## src/rtl/pc_fetch_ctrl.sv

```systemverilog
// rtl/pc_fetch_ctrl.sv - fetch-stage PC sequencing, redirect arbitration and halt control
//
// Purpose:
//   Drives the next value (pc3) and load enable (pc_en) of the fetch PC
//   register every cycle. Chooses between sequential advance (npc) and the
//   branch / jump-register / jump redirect sources (fixed priority br > jr > j).
//   A redirect that arrives while the I-cache is missing is held in
//   pend_target until ihit. Halt freezes the controller until reset.
//   Cycles in which the PC does not advance are counted in stall_cnt.
//
// Ports:
//   CLK            system clock, rising edge
//   RST            asynchronous active-high reset
//   npc            sequential next PC (PC+4)
//   ihit           instruction cache hit this cycle
//   stall          hazard-unit stall request for fetch
//   halt           halt instruction reached decode/commit
//   br_req/br_target   taken-branch redirect
//   jr_req/jr_target   jump-register redirect
//   j_req/j_target     jump redirect
//   pc3            next value for the PC register (combinational)
//   pc_en          PC register load enable (combinational)
//   iflush         one-cycle IF/ID flush, only with a committed redirect
//   halted         controller is in HALTED
//   redir_pending  a redirect is held, awaiting ihit
//   stall_cnt      saturating count of non-advancing RUN/PEND cycles

module pc_fetch_ctrl #(
  parameter int PC_W  = 32,
  parameter int CNT_W = 32
) (
  input  logic             CLK,
  input  logic             RST,
  input  logic [PC_W-1:0]  npc,
  input  logic             ihit,
  input  logic             stall,
  input  logic             halt,
  input  logic             br_req,
  input  logic [PC_W-1:0]  br_target,
  input  logic             jr_req,
  input  logic [PC_W-1:0]  jr_target,
  input  logic             j_req,
  input  logic [PC_W-1:0]  j_target,
  output logic [PC_W-1:0]  pc3,
  output logic             pc_en,
  output logic             iflush,
  output logic             halted,
  output logic             redir_pending,
  output logic [CNT_W-1:0] stall_cnt
);

  typedef enum logic [1:0] {
    RUN    = 2'd0,
    PEND   = 2'd1,
    HALTED = 2'd2
  } state_t;

  state_t          state;
  logic [PC_W-1:0] pend_target;

  logic            new_req;
  logic [PC_W-1:0] sel_tgt;
  logic [PC_W-1:0] new_tgt;
  logic            count_en;

  // Redirect arbitration: branch beats jump-register beats jump.
  always_comb begin
    new_req = br_req | jr_req | j_req;
    if (br_req)      sel_tgt = br_target;
    else if (jr_req) sel_tgt = jr_target;
    else             sel_tgt = j_target;
    // Targets are word aligned; low bits are forced clear.
    new_tgt = {sel_tgt[PC_W-1:2], 2'b00};
  end

  // PC next-value and enable. RST gates the enable because these outputs
  // depend on live inputs, not only on the (already reset) state.
  always_comb begin
    pc3    = npc;
    pc_en  = 1'b0;
    iflush = 1'b0;
    if (!RST && !halt) begin
      case (state)
        RUN: begin
          if (new_req) begin
            if (ihit) begin
              pc3    = new_tgt;
              pc_en  = 1'b1;
              iflush = 1'b1;
            end
          end else if (ihit && !stall) begin
            pc_en = 1'b1;
          end
        end
        PEND: begin
          // stall is ignored here: the redirected path squashes the stalled
          // instruction anyway. A fresh request this cycle wins over the
          // held one.
          if (ihit) begin
            pc3    = new_req ? new_tgt : pend_target;
            pc_en  = 1'b1;
            iflush = 1'b1;
          end
        end
        default: begin
        end
      endcase
    end
  end

  assign halted        = (state == HALTED);
  assign redir_pending = (state == PEND);

  // The cycle that takes halt is the entry into HALTED and is not counted
  // as a stall; only genuine non-advancing RUN/PEND cycles are.
  assign count_en = (state != HALTED) && !halt && !pc_en;

  always_ff @(posedge CLK or posedge RST) begin
    if (RST) begin
      state       <= RUN;
      pend_target <= '0;
      stall_cnt   <= '0;
    end else begin
      if (count_en && (stall_cnt != {CNT_W{1'b1}}))
        stall_cnt <= stall_cnt + CNT_W'(1);

      case (state)
        RUN: begin
          if (halt) begin
            state <= HALTED;
          end else if (new_req && !ihit) begin
            pend_target <= new_tgt;
            state       <= PEND;
          end
        end
        PEND: begin
          if (halt) begin
            state       <= HALTED;
            pend_target <= '0;
          end else if (ihit) begin
            state <= RUN;
          end else if (new_req) begin
            pend_target <= new_tgt;
          end
        end
        HALTED: begin
          state <= HALTED;
        end
        default: begin
          state <= RUN;
        end
      endcase
    end
  end

endmodule

```

## config.mk

```make
export PLATFORM = sky130hd
export DESIGN_NAME = pc_fetch_ctrl
export DESIGN_NICKNAME = d
export VERILOG_FILES = /design/src/rtl/pc_fetch_ctrl.sv
export SDC_FILE = /design/constraint.sdc
export NUM_CORES = 1
export LEC_CHECK = 0
export CORE_MARGIN = 1.5
export CORE_UTILIZATION = 45
export DETAILED_ROUTE_END_ITERATION = 16
export PLACE_DENSITY = 0.87
export SETUP_SLACK_MARGIN = 0.3
export SLEW_MARGIN = 20
export SYNTH_ARGS = -nofsm -noshare
export SYNTH_HDL_FRONTEND = slang
export SYNTH_SLANG_ARGS = --single-unit
```

## constraint.sdc

```tcl
create_clock -name CLK -period 6.34 [get_ports CLK]
set_clock_uncertainty 0.1 [all_clocks]
set_input_delay 1.268 -clock CLK [delete_from_list [all_inputs] [get_ports CLK]]
set_output_delay 1.268 -clock CLK [all_outputs]
set_load 0.01 [all_outputs]
```

==> results of run 1 <==
cells in the mapped netlist (2+ instances only):
master,number,area (um^2)
dfrtp_1,66,1650
nor4b_1,3,26.3
clkbuf_1,27,101
xor2_1,25,219
nor4_1,14,87.6
or3_1,3,18.8
inv_1,10,37.5
o211ai_1,20,150
nor3_1,12,60.1
nand4_1,8,50.1
nand3_1,9,45.0
or4b_4,2,27.5
buf_2,9,45.0
nor2_1,111,417
mux2i_1,30,300
xnor2_1,5,43.8
a221o_1,30,300
buf_1,2,7.51
or2_2,2,12.5
a21oi_1,31,155
nand2_1,62,233
and2_1,3,18.8
o21ai_0,31,155
nand2b_1,2,12.5
or4_1,3,22.5
stage by stage:
stage | power (mW) | util [%] | setup WS [ns] | cell area (um^2)
final | 1.53 | 71.2 | 0.874 | 6640
after global routing | 1.62 | 71.2 | 0.794 | 6640
after CTS | 1.54 | 71.2 | 0.923 | 6640
after detailed placement | 1.10 | 68.5 | 0.929 | 6390
after global placement | 1.08 | 68.5 | 1.00 | 6390
after floorplan | 0.851 | - | 2.13 | 4370
sequential cells by signal, summed over array words and instances (netlist names):
register / count
pend_target: 32
stall_cnt: 32
state: 2
cell families after synthesis:
group	Yosys count	synth area share, %
and+or+nand+nor	242	25.4
adders and majority gates	1	0.286
buffers and inverters	50	4.75
DFF	66	37.8
AOI/OAI and AO/OA	118	18.6
xor gates and xnor gates	30	6.01
muxes	31	7.21
routing by layer:
layer | up-vias | share of wire (%) | track usage [%]
met5 | - | 0 | 0
met4 | 0 | 2.8 | 11.0
met3 | 34 | 9.1 | 5.45
met2 | 222 | 49 | 47.4
met1 | 2247 | 39 | 32.6
li1 | 2266 | - | -
power by group through the flow:
stage | Clock [mW] | Combinational [mW] | Sequential (mW)
6_report | 0.438 | 0.483 | 0.613
5_1_grt | 0.462 | 0.533 | 0.625
4_1_cts | 0.444 | 0.485 | 0.611
3_5_place_dp | 0 | 0.483 | 0.616
3_3_place_gp | 0 | 0.467 | 0.609
2_1_floorplan | 0 | 0.241 | 0.610
worst min-delay path by stage:
stage,startpoint,to,slack (ns),cells past startpoint
floorplan,pend_target[10]$_DFFE_PP0P_,pend_target[10]$_DFFE_PP0P_,0.35,2
CTS,pend_target[9]$_DFFE_PP0P_,pend_target[9]$_DFFE_PP0P_,0.39,2
finish,pend_target[9]$_DFFE_PP0P_,pend_target[9]$_DFFE_PP0P_,0.38,2
global placement,pend_target[16]$_DFFE_PP0P_,pend_target[16]$_DFFE_PP0P_,0.36,2
detailed placement,pend_target[9]$_DFFE_PP0P_,pend_target[9]$_DFFE_PP0P_,0.37,2
global route,pend_target[0]$_DFFE_PP0P_,pend_target[0]$_DFFE_PP0P_,0.40,1
critical path, stage by stage:
cell and delay (ns):
clkdlybuf4s50_1 0.57, or4b_4 0.59, or3_1 0.70, nor2_1 0.23
a221o_1 0.18, clkdlybuf4s50_1 0.55
layout make-up:
class / instances / area [um^2] / area share (%)
clock buffer: 10 / 138 / 2.07
clock inverter: 6 / 114 / 1.72
inverter: 10 / 37.5 / 0.565
multi-input combinational: 422 / 2520 / 38.0
sequential: 66 / 1650 / 24.9
tap: 129 / 161 / 2.43
timing repair buffer: 204 / 2010 / 30.3
==> results.md, run 1 <==
* Peak supply drop at 0.226 mV
* CP Class: primary input to primary output
* Via density at 5.63
* Placed wire-length estimate at 10,600 um
* Net Sw Frac at 30.8%
* RR Endpoint: stall_cnt[1]$_DFFE_PP0P_
* Hold Path Class: flop to flop
* Largest net degree at the start of global routing at 63
* Die X at 102 um
* DRT Wirelength at 14,200 um
* Sequential fraction of design power at 40.0%
* CP Launch Type: primary input
* First-pass DRT Iterations at 5
* Worst Setup EP: pc3[29]
* Clock Tree Root: clkbuf_8
* # hold bufs at CTS at 0
* Core ar. at 9330 um^2
* Netlist cell types at 43
* Combinational fraction of design power at 31.5%
* Worst-Skew Late Latency at 0.34 ns
* PD cells at 231 nW/um^2
* Most frequent cells in the layout: clkdlybuf4s50_1 (195), nor2_1 (111), dfrtp_1 (66)
* Syn nets at 675
* GP Congestion at 0.814
* Row Count at 35
* Vert. Die Dim at 102 um
* CP max FO at 19
* Sw Pwr at 0.472 mW
* Crit Reg-Reg Startpoint: stall_cnt[12]$_DFFE_PP0P_
* Warnings from Yosys at 0
* TritonCTS clock tree: yes
* GRT overflow at 0
* First-pass GRT wire length at 21,900 um
* Filler cells at 753
* Reg clk slew, reported paths at 0.07 ns
* Diode count at 0
* Post-Layout Cell Count at 847
* Placed Instances at 831
* Initial antenna violation count at 0
* Critical Path AT at 4.10 ns
* Slew headroom at 41.8%
* Max Clock Freq at 183 MHz
* Effective utilization at floorplan at 46.9%
* Seq cells post-synth at 66
* Seq/Total Area, Yosys at 37.8%
* Async S/R FF share, synth at 100%
* Drt initial violations at 215
* Layout cells sized above 1 at 5.29%
* Status: finished clean
* R2R depth at 5
* RSZ-0062 raised after global routing: false
* Synth Cell Area at 4370 um^2
* Sink Count at 66
* Final net count at 850
* Worst Tran Pin Value at 0.872 ns
* Final hold violation count at 0
* Num CTS Buffers at 9
* Register-to-register setup slack at 3.72 ns
* Leak pwr at 2.80 nW
* Routed Antenna Nets at 0
* Top_reg_cell synth: dfrtp_1
* Clk pwr share at 28.6%
* Setup TNS at 0 ns
* PostCTS Resize Cnt at 0
* Final critical-path share of the clock period at 86.2%
* DRC violations left at 0
* Syn avg cell area at 8.13 um^2
* DR vias at 4,769
* Int Power at 1.06 mW
* IO buf count at 197
* Max_cap viols at 0
* Crit end category: primary output
* Vias in the first global route at 4,491
* CP startpoint: halt
* Worst hold slack at 0.385 ns
* Postcts setup bufs at 0
* Final setup violation count at 0
* Commonest non-fill, non-tap cell in the layout: clkdlybuf4s50_1
* Clock Tree Buf Depth at 2
* Die area at 10,300 um^2
* CP Data Required Time at 4.97 ns
* IO Count at 204
* Area Overhead vs Synth at 51.8%
* Max-slew violation count at 0
* EDFF count, synth at 0
* GRT Overall Usage at 27.1%
* Cell count after synthesis at 538
* Per-cell routed wire length at 16.8 um
* Fin crit period at 5.47 ns
* CTS H-tree depth at 3
Note: power is estimated with default switching activity, not from simulation.
==> run 2, diff against run 1 <==
Settings changed: CAP_MARGIN from default to 30.
==> results of run 2 <==
The final DEF is identical to that of run 1; final timing and power are the same.
==> run 3, diff against run 2 <==
Settings changed: ABC_AREA from default to 1, CORE_UTILIZATION 45 to 51, GPL_ROUTABILITY_DRIVEN from default to 0, PLACE_DENSITY 0.87 to 0.88.
==> run 3 against run 2 <==
  * Fmax increased by 3.4%
  * Design area rose by 26%
  * Count of clock-buffer cells in the layout increased by 2
  * Utilization grew 1.6 points
  * Critical path depth rose by 4
  * Non-clock buffer count rose by 6
  * First-iteration DRC count up 150%
  * Via count rose by 56%
==> results.md, run 3 <==
* Status: finished clean
* GRT overflow at 0 (unchanged)
* Final setup violation count at 0 (unchanged)
* Vias in the first global route at 6,901 (+54%)
* Postcts setup bufs at 0 (unchanged)
* Sink Count at 66 (unchanged)
* Warnings from Yosys at 0 (unchanged)
* Placed wire-length estimate at 14,200 um (+34%)
* Cell count after synthesis at 1,080 (+100%)
* Diode count at 0 (unchanged)
* Syn nets at 1,217 (+80%)
* Sw Pwr at 0.609 mW (+29%)
* Pre-CTS setup slack at 1.09 ns (+0.161 ns)
* Num CTS Buffers at 9 (unchanged)
* Final hold violation count at 0 (unchanged)
* Final critical-path share of the clock period at 83.4% (-2.8 points)
* Slew headroom at 42.4% (+0.54 points)
* DRT Wirelength at 19,900 um (+40%)
* RR Endpoint: stall_cnt[25]$_DFFE_PP0P_
* First-pass GRT wire length at 33,200 um (+51%)
* CTS H-tree depth at 3 (unchanged)
* Int Power at 1.13 mW (+6.1%)
* Most frequent cells in the layout: nand2_1 (464), clkdlybuf4s50_1 (197), nor2_1 (177)
* Worst Hold Depth at 2 (unchanged)
* Initial antenna violation count at 0 (unchanged)
* Net Sw Frac at 35.1% (+4.3 points)
* DR vias at 7,417 (+56%)
* CP Launch Type: primary input
* Row Count at 39 (+11%)
* Die X at 112 um (+9.9%)
* R2R depth at 9 (+4)
* Syn avg cell area at 5.57 um^2 (-31%)
* EDFF count, synth at 0 (unchanged)
* Area Overhead vs Synth at 38.7%
* Synth Cell Area at 6020 um^2 (+38%)
* Seq cells post-synth at 66 (unchanged)
* Most common cell in the netlist: nand2_1
* Layout cells sized above 1 at 7.55% (+2.3 points)
* Clock Tree Buf Depth at 2 (unchanged)
* Peak supply drop at 0.171 mV (-24%)
* Hold endpoint: pend_target[0]$_DFFE_PP0P_
* Area leader, netlist: nand2_1
* CP Data Required Time at 4.97 ns (about the same)
* Fin crit period at 5.29 ns (-0.178 ns)
* CP Class: primary input to primary output
* PD cells at 208 nW/um^2 (-10%)
* Netlist cell types at 23 (-47%)
* Sequential fraction of design power at 34.7% (-5.3 points)
* Max_cap viols at 0 (unchanged)
* Crit end category: primary output
* Critical Path AT at 3.92 ns (-0.18 ns)
* CP startpoint: br_req
* Final net count at 1,391 (+64%)
* Die area at 12,500 um^2 (+21%)
* TritonCTS clock tree: yes
* Reg clk slew, reported paths at 0.05 ns (-0.02 ns)
* Leak pwr at 3.98 nW (+42%)
* PostCTS Resize Cnt at 0 (unchanged)
* Setup TNS at 0 ns (unchanged)
* Combinational fraction of design power at 37.9% (+6.4 points)
* Vert. Die Dim at 112 um (+9.9%)
* Min-delay src: pend_target[0]$_DFFE_PP0P_
* Per-cell routed wire length at 14.2 um (-16%)
* RSZ-0062 raised after global routing: false
* Routed Antenna Nets at 0 (unchanged)
* Async S/R FF share, synth at 100% (unchanged)
* Clock Tree Root: clkbuf_16
* PnR worst setup slack at 1.05 ns (+0.178 ns)
* Worst-Skew Late Latency at 0.33 ns (about the same)
* Worst Tran Pin Value at 0.864 ns (-0.00809 ns)
* IO Count at 204 (unchanged)
* CP max FO at 31 (+12)
* Via density at 5.29 (-6.0%)
* # hold bufs at CTS at 0 (unchanged)
* Top cells by area, synth: nand2_1 (29%), dfrtp_1 (27%), nor2_1 (11%)
* Register-to-register setup slack at 3.96 ns (+0.24 ns)
* Commonest non-fill, non-tap cell in the layout: nand2_1
* Biggest regs: pend_target: 32 flops, stall_cnt: 32 flops, state: 2 flops
* Filler cells at 946 (+26%)
* First-pass DRT Iterations at 5 (unchanged)
* Top_reg_cell synth: dfrtp_1
* Post-synth top cells: nand2_1 (464), nor2_1 (178), nand3_1 (128)
* DRC violations left at 0 (unchanged)
* Hold Path Class: flop to flop
* Largest net degree at the start of global routing at 67 (+6.3%)
* Drt initial violations at 527 (+150%)
* Clk pwr share at 27.4% (-1.2 points)
* Max-slew violation count at 0 (unchanged)
* IO buf count at 197 (unchanged)
* Seq/Total Area, Yosys at 27.5% (-10 points)
* GRT Overall Usage at 32.2% (+5.1 points)
* Crit Reg-Reg Startpoint: stall_cnt[0]$_DFFE_PP0P_
* Core ar. at 11,500 um^2 (+23%)
* Max Clock Freq at 189 MHz (+3.4%)
* Area share of the largest cell type after synthesis at 29.0% (-8.8 points)
* Effective utilization at floorplan at 52.5% (+5.6 points)
run 3: cell count changes in the layout (fill, tap and decap cells not counted), sizes merged, moves of 10 or more:
cell and change:
a221o -30, a21oi +12, or2 +45, mux2i -30
nor3 -10, nand3 +120, nand2 +404, xor2 -16
nor4 -14, o21ai -30, o211ai -20, nor2 +72
inv +52
run 3: power by group through the flow:
stage | clock, mW | combinational [mW] | sequential, mW
final | 0.476 | 0.657 | 0.602
after global routing | 0.502 | 0.730 | 0.616
after CTS | 0.481 | 0.658 | 0.599
after detailed placement | 0 | 0.653 | 0.606
after global placement | 0 | 0.638 | 0.599
after floorplan | 0 | 0.394 | 0.599
run 3: critical path: stages:
cell and delay [ns]:
clkdlybuf4s50_1 0.45, nor2_1 0.29, nand2_2 0.34, nand2_1 0.21, nand2_1 0.10, nand2_1 0.07, buf_4 0.37, nand2_1 0.10
nand4_1 0.15, clkdlybuf4s50_1 0.58
run 3: layer usage:
layer | vias up | global-route usage (%) | routed length (um)
li1 | 3724 | - | -
met1 | 3311 | 41.5 | 8370
met2 | 336 | 54.7 | 9310
met3 | 46 | 4.79 | 1580
met4 | 0 | 12.6 | 631
met5 | - | 0 | 0
run 3: cell families after synthesis:
group	count (synthesis)	synth area share [%]
AO/OA/AOI/OAI	45	3.79
flip-flops	66	27.5
buffers and inverters	109	7.61
AND/OR/NAND/NOR	844	58.8
XOR/XNOR	15	2.18
adder cells (fa/ha/maj)	1	0.208
run 3: stage by stage:
step           hold slack [ns]  utilization (%)  area [um^2]  power (mW)  cells
4_1_cts                  0.377             72.8         8350        1.74   1402
6_report                 0.376             72.8         8350        1.73   1402
2_1_floorplan            0.337                -         6020       0.993   1080
3_5_place_dp             0.362             70.2         8050        1.26   1386
3_3_place_gp             0.354             70.2         8050        1.24   1386
5_1_grt                  0.407             72.8         8350        1.85   1402
run 3: final cells by class:
cell class / instances / area, um^2 / area share [%]
inverters: 62 / 233 / 2.79
well taps: 143 / 179 / 2.14
multi-input cells: 905 / 3910 / 46.8
repair buffers: 210 / 2080 / 24.9
clock inverters: 4 / 25.0 / 0.300
flip-flops and latches: 66 / 1650 / 19.8
clock buffers: 12 / 267 / 3.19
run 3: worst max-delay path by stage:
| stage | to | slack, ns | depth (start not counted) |
|---|---|---|---|
| floorplan | pc3[11] | 1.41 | 6 |
| global placement | pc3[8] | 1.18 | 10 |
| detailed placement | pc3[8] | 1.09 | 10 |
| CTS | pc3[8] | 1.09 | 10 |
| global route | pc3[8] | 0.90 | 10 |
| finish | pc3[8] | 1.05 | 10 |
